### src/rtl/dspn_host_master_if.sv
// Host-port bundle between a requester, dspn_host_master and a DSPn.
// Request/response handshake plus the DSP's byte-wide strobed pins.
interface dspn_host_master_if;
  logic        REQ_VALID;
  logic        REQ_READY;
  logic        REQ_WRITE;
  logic [15:0] REQ_WDATA;
  logic        RSP_VALID;
  logic [15:0] RSP_RDATA;
  logic        RSP_TIMEOUT;
  logic        A0;
  logic        CS_N;
  logic        RD_N;
  logic        WR_N;
  logic [7:0]  DO;
  logic [7:0]  DI;

  modport master (
    input  REQ_VALID, REQ_WRITE, REQ_WDATA, DI,
    output REQ_READY, RSP_VALID, RSP_RDATA, RSP_TIMEOUT,
    output A0, CS_N, RD_N, WR_N, DO
  );

  modport slave (
    output REQ_VALID, REQ_WRITE, REQ_WDATA, DI,
    input  REQ_READY, RSP_VALID, RSP_RDATA, RSP_TIMEOUT,
    input  A0, CS_N, RD_N, WR_N, DO
  );
endinterface

### src/rtl/dspn_host_master.sv
// Host-side initiator for the DSPn host port: polls RQM, then
// moves a 16-bit word as one or two strobed byte accesses.
module dspn_host_master #(
  parameter int STROBE_LEN = 4,
  parameter int GAP_LEN    = 2,
  parameter int POLL_LIMIT = 1023
) (
  input logic CLK,
  input logic RST,
  input logic CE,
  dspn_host_master_if.master bus
);
  localparam int CMAX = (STROBE_LEN > GAP_LEN) ? STROBE_LEN : GAP_LEN;
  localparam int CW   = $clog2(CMAX) + 1;
  localparam int PW   = $clog2(POLL_LIMIT + 1);
  localparam logic [CW-1:0] STB_END = CW'(STROBE_LEN - 1);
  localparam logic [CW-1:0] GAP_END = CW'(GAP_LEN - 1);
  localparam logic [PW-1:0] PLIM    = PW'(POLL_LIMIT);

  typedef enum logic [2:0] {
    S_IDLE, S_SETUP, S_STROBE, S_HOLD, S_GAP, S_RESP
  } state_t;

  typedef enum logic [1:0] {
    PH_POLL, PH_LO, PH_HI
  } phase_t;

  state_t        state_q, state_d;
  phase_t        phase_q, phase_d;
  phase_t        nxt_q, nxt_d;
  logic          fin_q, fin_d;
  logic          to_q, to_d;
  logic          drc_q, drc_d;
  logic          wr_q, wr_d;
  logic [15:0]   data_q, data_d;
  logic [CW-1:0] cnt_q, cnt_d;
  logic [PW-1:0] pcnt_q, pcnt_d;
  logic [15:0]   rdata_q, rdata_d;
  logic          rto_q, rto_d;

  always_ff @(posedge CLK) begin
    if (RST) begin
      state_q <= S_IDLE;
      phase_q <= PH_POLL;
      nxt_q   <= PH_POLL;
      fin_q   <= 1'b0;
      to_q    <= 1'b0;
      drc_q   <= 1'b0;
      wr_q    <= 1'b0;
      data_q  <= '0;
      cnt_q   <= '0;
      pcnt_q  <= '0;
      rdata_q <= '0;
      rto_q   <= 1'b0;
    end else if (CE) begin
      state_q <= state_d;
      phase_q <= phase_d;
      nxt_q   <= nxt_d;
      fin_q   <= fin_d;
      to_q    <= to_d;
      drc_q   <= drc_d;
      wr_q    <= wr_d;
      data_q  <= data_d;
      cnt_q   <= cnt_d;
      pcnt_q  <= pcnt_d;
      rdata_q <= rdata_d;
      rto_q   <= rto_d;
    end
  end

  always_comb begin
    state_d = state_q;
    phase_d = phase_q;
    nxt_d   = nxt_q;
    fin_d   = fin_q;
    to_d    = to_q;
    drc_d   = drc_q;
    wr_d    = wr_q;
    data_d  = data_q;
    cnt_d   = cnt_q;
    pcnt_d  = pcnt_q;
    rdata_d = rdata_q;
    rto_d   = rto_q;
    unique case (state_q)
      S_IDLE: begin
        if (bus.REQ_VALID) begin
          state_d = S_SETUP;
          phase_d = PH_POLL;
          wr_d    = bus.REQ_WRITE;
          data_d  = bus.REQ_WRITE ? bus.REQ_WDATA : 16'h0000;
          pcnt_d  = '0;
          fin_d   = 1'b0;
          to_d    = 1'b0;
        end
      end
      S_SETUP: begin
        state_d = S_STROBE;
        cnt_d   = '0;
      end
      S_STROBE: begin
        if (cnt_q == STB_END) begin
          state_d = S_HOLD;
          cnt_d   = '0;
          // DI is taken only here, in the last strobe cycle
          unique case (phase_q)
            PH_POLL: begin
              if (bus.DI[7]) begin
                drc_d  = bus.DI[2];
                pcnt_d = '0;
                nxt_d  = PH_LO;
              end else begin
                pcnt_d = pcnt_q + PW'(1);
                nxt_d  = PH_POLL;
                if (pcnt_q + PW'(1) == PLIM) begin
                  fin_d = 1'b1;
                  to_d  = 1'b1;
                end
              end
            end
            PH_LO: begin
              if (!wr_q) data_d[7:0] = bus.DI;
              fin_d = drc_q;
              nxt_d = PH_HI;
            end
            PH_HI: begin
              if (!wr_q) data_d[15:8] = bus.DI;
              fin_d = 1'b1;
            end
            default: fin_d = 1'b1;
          endcase
        end else begin
          cnt_d = cnt_q + CW'(1);
        end
      end
      S_HOLD: begin
        state_d = S_GAP;
        cnt_d   = '0;
      end
      S_GAP: begin
        if (cnt_q == GAP_END) begin
          cnt_d = '0;
          if (fin_q) begin
            state_d = S_RESP;
            rto_d   = to_q;
            rdata_d = (to_q || wr_q) ? 16'h0000 : data_q;
          end else begin
            state_d = S_SETUP;
            phase_d = nxt_q;
          end
        end else begin
          cnt_d = cnt_q + CW'(1);
        end
      end
      S_RESP:  state_d = S_IDLE;
      default: state_d = S_IDLE;
    endcase
  end

  logic act;
  logic poll;
  logic stb;

  assign act  = (state_q == S_SETUP) || (state_q == S_STROBE) ||
                (state_q == S_HOLD);
  assign poll = (phase_q == PH_POLL);
  assign stb  = (state_q == S_STROBE);

  assign bus.REQ_READY   = (state_q == S_IDLE);
  assign bus.RSP_VALID   = (state_q == S_RESP);
  assign bus.RSP_RDATA   = rdata_q;
  assign bus.RSP_TIMEOUT = rto_q;
  assign bus.A0          = act && poll;
  assign bus.CS_N        = !act;
  assign bus.RD_N        = !(stb && (poll || !wr_q));
  assign bus.WR_N        = !(stb && !poll && wr_q);
  assign bus.DO          = (act && !poll && wr_q) ?
                           ((phase_q == PH_HI) ? data_q[15:8] : data_q[7:0]) :
                           8'h00;
endmodule

### src/flat_wrapper.sv
// flat-port wrapper written by rule: the top's interface ports become plain ports
module dspn_host_master_flat 
#(
  parameter int STROBE_LEN = 4,
  parameter int GAP_LEN    = 2,
  parameter int POLL_LIMIT = 1023
)
  (CLK, RST, CE, bus_REQ_VALID, bus_REQ_WRITE, bus_REQ_WDATA, bus_DI, bus_REQ_READY, bus_RSP_VALID, bus_RSP_RDATA, bus_RSP_TIMEOUT, bus_A0, bus_CS_N, bus_RD_N, bus_WR_N, bus_DO);
  dspn_host_master_if bus_i ();
  input logic CLK;
  input logic RST;
  input logic CE;
  input wire logic [$bits(bus_i.REQ_VALID)-1:0] bus_REQ_VALID;
  input wire logic [$bits(bus_i.REQ_WRITE)-1:0] bus_REQ_WRITE;
  input wire logic [$bits(bus_i.REQ_WDATA)-1:0] bus_REQ_WDATA;
  input wire logic [$bits(bus_i.DI)-1:0] bus_DI;
  output wire logic [$bits(bus_i.REQ_READY)-1:0] bus_REQ_READY;
  output wire logic [$bits(bus_i.RSP_VALID)-1:0] bus_RSP_VALID;
  output wire logic [$bits(bus_i.RSP_RDATA)-1:0] bus_RSP_RDATA;
  output wire logic [$bits(bus_i.RSP_TIMEOUT)-1:0] bus_RSP_TIMEOUT;
  output wire logic [$bits(bus_i.A0)-1:0] bus_A0;
  output wire logic [$bits(bus_i.CS_N)-1:0] bus_CS_N;
  output wire logic [$bits(bus_i.RD_N)-1:0] bus_RD_N;
  output wire logic [$bits(bus_i.WR_N)-1:0] bus_WR_N;
  output wire logic [$bits(bus_i.DO)-1:0] bus_DO;
  assign bus_i.REQ_VALID = bus_REQ_VALID;
  assign bus_i.REQ_WRITE = bus_REQ_WRITE;
  assign bus_i.REQ_WDATA = bus_REQ_WDATA;
  assign bus_i.DI = bus_DI;
  assign bus_REQ_READY = bus_i.REQ_READY;
  assign bus_RSP_VALID = bus_i.RSP_VALID;
  assign bus_RSP_RDATA = bus_i.RSP_RDATA;
  assign bus_RSP_TIMEOUT = bus_i.RSP_TIMEOUT;
  assign bus_A0 = bus_i.A0;
  assign bus_CS_N = bus_i.CS_N;
  assign bus_RD_N = bus_i.RD_N;
  assign bus_WR_N = bus_i.WR_N;
  assign bus_DO = bus_i.DO;
  dspn_host_master #(.STROBE_LEN(STROBE_LEN), .GAP_LEN(GAP_LEN), .POLL_LIMIT(POLL_LIMIT)) u_core (.CLK(CLK), .RST(RST), .CE(CE), .bus(bus_i));
endmodule
### config.mk
export PLATFORM = sky130hd
export DESIGN_NAME = dspn_host_master_flat
export DESIGN_NICKNAME = d
export VERILOG_FILES = /design/src/rtl/dspn_host_master_if.sv /design/src/rtl/dspn_host_master.sv /design/src/flat_wrapper.sv
export SDC_FILE = /design/constraint.sdc
export NUM_CORES = 1
export LEC_CHECK = 0
export BUFFER_PORTS_ARGS = -buffer_cell sky130_fd_sc_hd__buf_2
export CAP_MARGIN = 30
export CORE_MARGIN = 2
export CORE_UTILIZATION = 43
export DETAILED_ROUTE_END_ITERATION = 12
export HOLD_SLACK_MARGIN = 0.12
export PLACE_DENSITY = 0.62
export SETUP_SLACK_MARGIN = 0.1
export SKIP_LAST_GASP = 1
export SLEW_MARGIN = 20
export SYNTH_ARGS = -nofsm -noshare
export SYNTH_HDL_FRONTEND = slang
export SYNTH_SLANG_ARGS = --single-unit
### constraint.sdc
create_clock -name CLK -period 2.6 [get_ports CLK]
set_input_delay 0.52 -clock CLK [delete_from_list [all_inputs] [get_ports CLK]]
set_output_delay 0.52 -clock CLK [all_outputs]
set_load 0.02 [all_outputs]
==> out/qor.yml, run 1 <==
ff2ff_setup_slack_ps: 460
final_cells: 524
postCtsHoldBufs: 0
grt_usage_pct: 22.3
initial_core_util_pct: 44.3
netlist_area_um2: 2990
postLayoutCellArea_um2: 3580
skew_ps: 10.5
first_pass_iters: 4
grt_max_degree: 25
drc: 0
worst-path-max-fanout: 15
final_common_cell: "buf_2"
synth_top_cell_area_share_pct: 38.1
nets: 475
die_area_um2: 7640
routedWlPerCell_um: 15.4
cts_tree: "done"
ys_ff_latch: 57
dp_cells: 509
hp-start: "u_core.bus.RSP_RDATA[15]$_SDFFE_PP0P_"
area_growth_pct: 19.5
placement.io_buffers: 59
maxCapViolations: 0
worstSetupPathType: "register to primary output"
htree_levels: 3
synth_nets: 422
place_hpwl_um: 5590
rows: 30
fill_cells: 668
critPathLaunchType: "register"
finalHoldViolations: 0
ys_seq_area_share_pct: 38.1
synth.top_cells.by_area: "dfxtp_1 38%, a21oi_1 7.0%, nand2_1 7.0%"
wl_met2_um: 3990
cts.clk_slew.worst_paths_ps: 70
ys.flop_type: "dfxtp_1"
die_x_um: 87.4
p_total_w: 0.00208
clk_path_buf_depth: 2
grt.overflow.total: 0
synth_edf_count: 0
diodes: 0
drt_iter0_drc: 154
wl_met1_um: 3580
first_global_vias: 2782
clkSinkCount: 57
endpoint_kind: "primary output"
reg2reg_to: "u_core.pcnt_q[8]$_SDFFE_PP0P_"
topRoutingLayerUsed: "met4"
whs_endpoint: "u_core.bus.RSP_RDATA[15]$_SDFFE_PP0P_"
multi_input_area_um2: 1700
slowest_stage: "nor3b_4"
synth_cells: 387
clk-insertion-delay-late_ps: 330
grt_pass1_wl_um: 13300
ios: 60
min_path_cells: 2
async_flop_share_pct: 0
die_y_um: 87.4
synth_top_area_cell: "dfxtp_1"
critPathBufInv: 1
via_per_inst: 5.60
rr_startpoint: "u_core.cnt_q[0]$_SDFFE_PP0P_"
startpoint: "u_core.state_q[1]$_SDFFE_PP0P_"
tightest_slew_ps: 674
fmax_mhz: 431
antenna_found_initial: 0
cts-buffers-inserted: 9
period_share_pct: 89.2
wl_met3_um: 430
crit_family: "simple AND/OR/NAND/NOR gates"
crit_chain: "nor3b_4 > nand2b_1 > buf_2"
cp.required_ps: 2080
placed_cell_area_um2: 3350
reg2regPathDepth: 7
max-vdd-ir-drop_mv: 0.304
final.min_clock_period_ps: 2320
final_cell_mix: "59 x buf_2, 55 x nand2_1, 55 x dfxtp_1, 42 x nor2_1, 42 x a21oi_1"
cpPeakStageDelay_ps: 640
ff_latch_area_um2: 1140
leakage_nw: 1.35
vias: 2936
cp.arrival_ps: 1800
synth_cell_types: 51
slew_headroom_pct: 55.0
coreArea_um2: 6760
avgSynthCellArea_um2: 7.73
run_status: "finished clean"
wl_um: 8080
cts_root_buf: "clkbuf_8"
yosysWarnings: 0
rsz0062_at_grt: "false"
powerDensity_nw_per_um2: 581
antenna_left: 0
fin_setup_tns_ps: 0
drv_slew: 0
hold_path_class: "register to register"
gp_congestion: 0.825
drive_gt1_share_pct: 23.9
setup_violations: 0
==> report_power, final <==
part / internal, W / switching, W / leakage, nW
sequential: 0.000900 / 0.0000308 / 0.463
clock: 0.000559 / 0.000372 / 0.104
combinational: 0.0000781 / 0.000139 / 0.788
==> synth_stat cells (3+ instances only) <==
cell / n
nor2_1: 42
o21ai_0: 12
nand4_1: 3
nor2b_1: 6
nand2_1: 56
a21oi_1: 42
a221oi_1: 16
or2_2: 3
buf_2: 10
a31oi_1: 4
clkbuf_1: 15
nor3_1: 27
nor3_2: 3
dfxtp_1: 57
and2_1: 3
mux2i_1: 3
ha_1: 6
nand3_1: 24
inv_1: 9
nand2b_1: 4
a311oi_1: 3
==> cell families after synthesis <==
| group | count (synthesis) | synth area share, % |
|---|---|---|
| flip-flops | 57 | 38.1 |
| multiplexers | 5 | 1.76 |
| adder cells (fa/ha/maj) | 6 | 2.51 |
| AND/OR/NAND/NOR | 191 | 32.5 |
| buffers and inverters | 37 | 5.10 |
| XOR/XNOR | 1 | 0.293 |
| AO/OA/AOI/OAI | 90 | 19.7 |
==> flip-flops by register name, indices dropped and copies added, names as in the netlist <==
name                    flops
u_core.bus.RSP_RDATA       16
u_core.bus.RSP_TIMEOUT      1
u_core.cnt_q                3
u_core.data_q              16
u_core.drc_q                1
u_core.fin_q                1
u_core.nxt_q                2
u_core.pcnt_q              10
u_core.phase_q              2
u_core.state_q              3
u_core.to_q                 1
u_core.wr_q                 1
==> what timing repair did <==
action	CTS	global route
cloned	0	0
setup endpoints to repair	6	10
gates resized for setup	1	2
buffers inserted	0	0
==> final cells by class <==
type | count | area share (%)
Clock buffer | 10 | 3.85
Multi-Input combinational cell | 293 | 47.6
Sequential cell | 57 | 32.0
Timing Repair Buffer | 70 | 10.6
Inverter | 9 | 0.945
Clock inverter | 5 | 2.24
Tap cell | 80 | 2.80
==> metrics by stage <==
step	hold WS [ps]	util (%)	setup slack [ps]
detailed placement	441	49.6	402
finish	448	52.9	280
floorplan	445	-	648
CTS	451	52.8	143
global placement	437	49.6	462
global route	470	52.9	146
==> worst max path at each step <==
stage,to,slack (ps),cells past startpoint
after floorplan,u_core.pcnt_q[5]$_SDFFE_PP0P_,650,8
after global placement,bus_DO[6],460,5
after detailed placement,u_core.data_q[7]$_SDFFE_PP0P_,400,4
after CTS,bus_WR_N,140,3
after global routing,bus_RD_N,150,3
final,bus_RD_N,280,3
==> routing by layer <==
layer	global-route usage [%]	vias up
met1	28.0	1366
met2	36.8	85
met5	0	-
li1	-	1479
met4	8.67	0
met3	5.21	6
==> worst min-delay path, cell delays in order (launching register included) <==
cell     delay [ps]
dfxtp_1         310
nand2_1          50
a21oi_1          50
No activity file was read; power rests on OpenSTA's default activity.
==> run 2: changes to the inputs <==
--- a/config.mk
+++ b/config.mk
@@ -16,3 +16,3 @@
 export SKIP_LAST_GASP = 1
-export SLEW_MARGIN = 20
+export SLEW_MARGIN = 30
 export SYNTH_ARGS = -nofsm -noshare
==> constraint.sdc (replaced) <==
create_clock -name CLK -period 2.6 [get_ports CLK]
set_input_delay 0.39 -clock CLK [delete_from_list [all_inputs] [get_ports CLK]]
set_output_delay 0.39 -clock CLK [all_outputs]
set_load 0.02 [all_outputs]
==> out/qor.yml, run 2 (synthesis gave the netlist of run 1 again) <==
crit_chain: "buf_4 > nor2_1 > nand2_1 > a21oi_1 > buf_2"
first_pass_iters: 4  # unchanged
skew_ps: 8.03  # -2.44 ps
switching_share_pct: 25.9  # -0.13 points
critPathLaunchType: "register"
postCtsHoldBufs: 0  # unchanged
place_hpwl_um: 5520  # -1.1%
cts_root_buf: "clkbuf_8"
coreArea_um2: 6760  # unchanged
slowest_stage: "dfxtp_1"
leakage_nw: 1.34  # -1.2%
cts.clk_slew.worst_paths_ps: 60  # about the same
cts_tree: "done"
wl_um: 7890  # -2.4%
fin_setup_tns_ps: 0  # unchanged
grt.overflow.total: 0  # unchanged
setup_violations: 0  # unchanged
first_global_vias: 2703  # -2.8%
rows: 30  # unchanged
clock_power_share_pct: 44.9  # about the same
die_area_um2: 7640  # unchanged
grt_usage_pct: 21.5  # -0.75 points
htree_levels: 3  # unchanged
cts-buffers-inserted: 9  # unchanged
max-vdd-ir-drop_mv: 0.370  # +22%
diodes: 0  # unchanged
drc: 0  # unchanged
finalHoldViolations: 0  # unchanged
drt_iter0_drc: 142  # -7.8%
worst-path-max-fanout: 11  # -4
post-route-util_pct: 52.5  # -0.39 points
ff_latch_area_um2: 1140  # -0.11%
combPwrFrac_pct: 10.4  # about the same
vias: 2915  # -0.72%
period_share_pct: 86.7  # -2.5 points
cp.required_ps: 2210  # +130 ps
clkSinkCount: 57  # unchanged
ios: 60  # unchanged
via_per_inst: 5.60  # -0.14%
crit_family: "flip-flops"
antenna_left: 0  # unchanged
die_x_um: 87.4  # unchanged
antenna_found_initial: 0  # unchanged
p_int_w: 0.00154  # about the same
area_growth_pct: 18.7
clk-insertion-delay-late_ps: 330  # about the same
worstSetupPathType: "register to primary output"
final_cell_mix: "59 x buf_2, 56 x nand2_1, 56 x dfxtp_1, 42 x nor2_1, 42 x a21oi_1"
maxCapViolations: 0  # unchanged
p_total_w: 0.00207  # -0.21%
cts_setup_buffers: 0  # unchanged
drv_slew: 0  # unchanged
fmax_mhz: 444  # +2.9%
routedWlPerCell_um: 15.1  # -1.9%
initial_core_util_pct: 44.3  # unchanged
clk_path_buf_depth: 2  # unchanged
drive_gt1_share_pct: 22.9  # -0.97 points
grt_max_degree: 41  # +64%
placement.io_buffers: 59  # unchanged
critPathBufInv: 2  # +1
grt_pass1_wl_um: 12900  # -3.0%
multi_input_area_um2: 1700  # -0.15%
run_status: "finished clean"
hold_path_class: "input port to register"
powerDensity_nw_per_um2: 584  # +0.53%
switchingPower_w: 0.000538  # -0.69%
final.min_clock_period_ps: 2250  # -64.7 ps
gp_congestion: 0.864  # +4.7%
die_y_um: 87.4  # unchanged
rsz0062_at_grt: "false"
fill_cells: 667  # -0.15%
seqPwrFrac_pct: 44.7  # about the same
endpoint_kind: "primary output"
cpPeakStageDelay_ps: 450  # -190 ps
cp.arrival_ps: 1860  # +60 ps
tightest_slew_ps: 783  # +110 ps
slew_headroom_pct: 47.8  # -7.3 points
final_common_cell: "buf_2"
nets: 472  # -0.63%
## run 2: metal layers
metal | GRT usage (%) | wire length [um]
met4 | 6.43 | 96
met3 | 5.02 | 448
met5 | 0 | 0
met1 | 27.7 | 3580
met2 | 35.7 | 3760
## run 2: cell type report
| class | instances | area share (%) |
|---|---|---|
| Tap cell | 80 | 2.82 |
| Sequential cell | 57 | 32.2 |
| Inverter | 9 | 0.952 |
| Clock buffer | 10 | 3.88 |
| Multi-Input combinational cell | 293 | 47.9 |
| Clock inverter | 5 | 2.26 |
| Timing Repair Buffer | 67 | 10.0 |
## run 2: worst register-to-register path, stage by stage, from the launching register on
cell and delay (ps):
dfxtp_1 340, ha_1 220, ha_1 220, mux2_2 310, o31ai_4 380, buf_4 250, nor3_2 70, mux2i_1 170
nor2_1 50
## run 2: stage by stage
stage / cell area [um2] / instances / hold slack, ps / setup slack (ps)
2_1_floorplan: 2990 / 387 / 445 / 648
3_3_place_gp: 3330 / 506 / 436 / 511
3_5_place_dp: 3330 / 506 / 440 / 457
4_1_cts: 3550 / 521 / 341 / 223
5_1_grt: 3550 / 521 / 385 / 211
6_report: 3550 / 521 / 336 / 345
## run 2: power by group through the flow
stage / Sequential, W / Combinational, W / Clock, W
after floorplan: 0.000936 / 0.000150 / 0
after global placement: 0.000947 / 0.000213 / 0
after detailed placement: 0.000947 / 0.000213 / 0
after CTS: 0.000927 / 0.000215 / 0.000951
after global routing: 0.000931 / 0.000240 / 0.000987
final: 0.000928 / 0.000216 / 0.000930
## run 2: what timing repair did
action,4_1_cts,5_1_grt
endpoints found under the setup margin,0,7
resized for setup,0,1
hold endpoints to repair,0,0
## run 2: final timing paths
path                                              start                               endpoint  slack (ps)  cells after the start
setup / recovery         u_core.state_q[2]$_SDFFE_PP0P_                              bus_DO[6]         350                      5
hold / removal                            bus_REQ_WRITE               u_core.wr_q$_SDFFE_PP0P_         340                      3
setup reg to reg           u_core.cnt_q[0]$_SDFFE_PP0P_               u_core.wr_q$_SDFFE_PP0P_         460                      8
hold reg to reg   u_core.bus.RSP_RDATA[12]$_SDFFE_PP0P_  u_core.bus.RSP_RDATA[12]$_SDFFE_PP0P_         450                      2
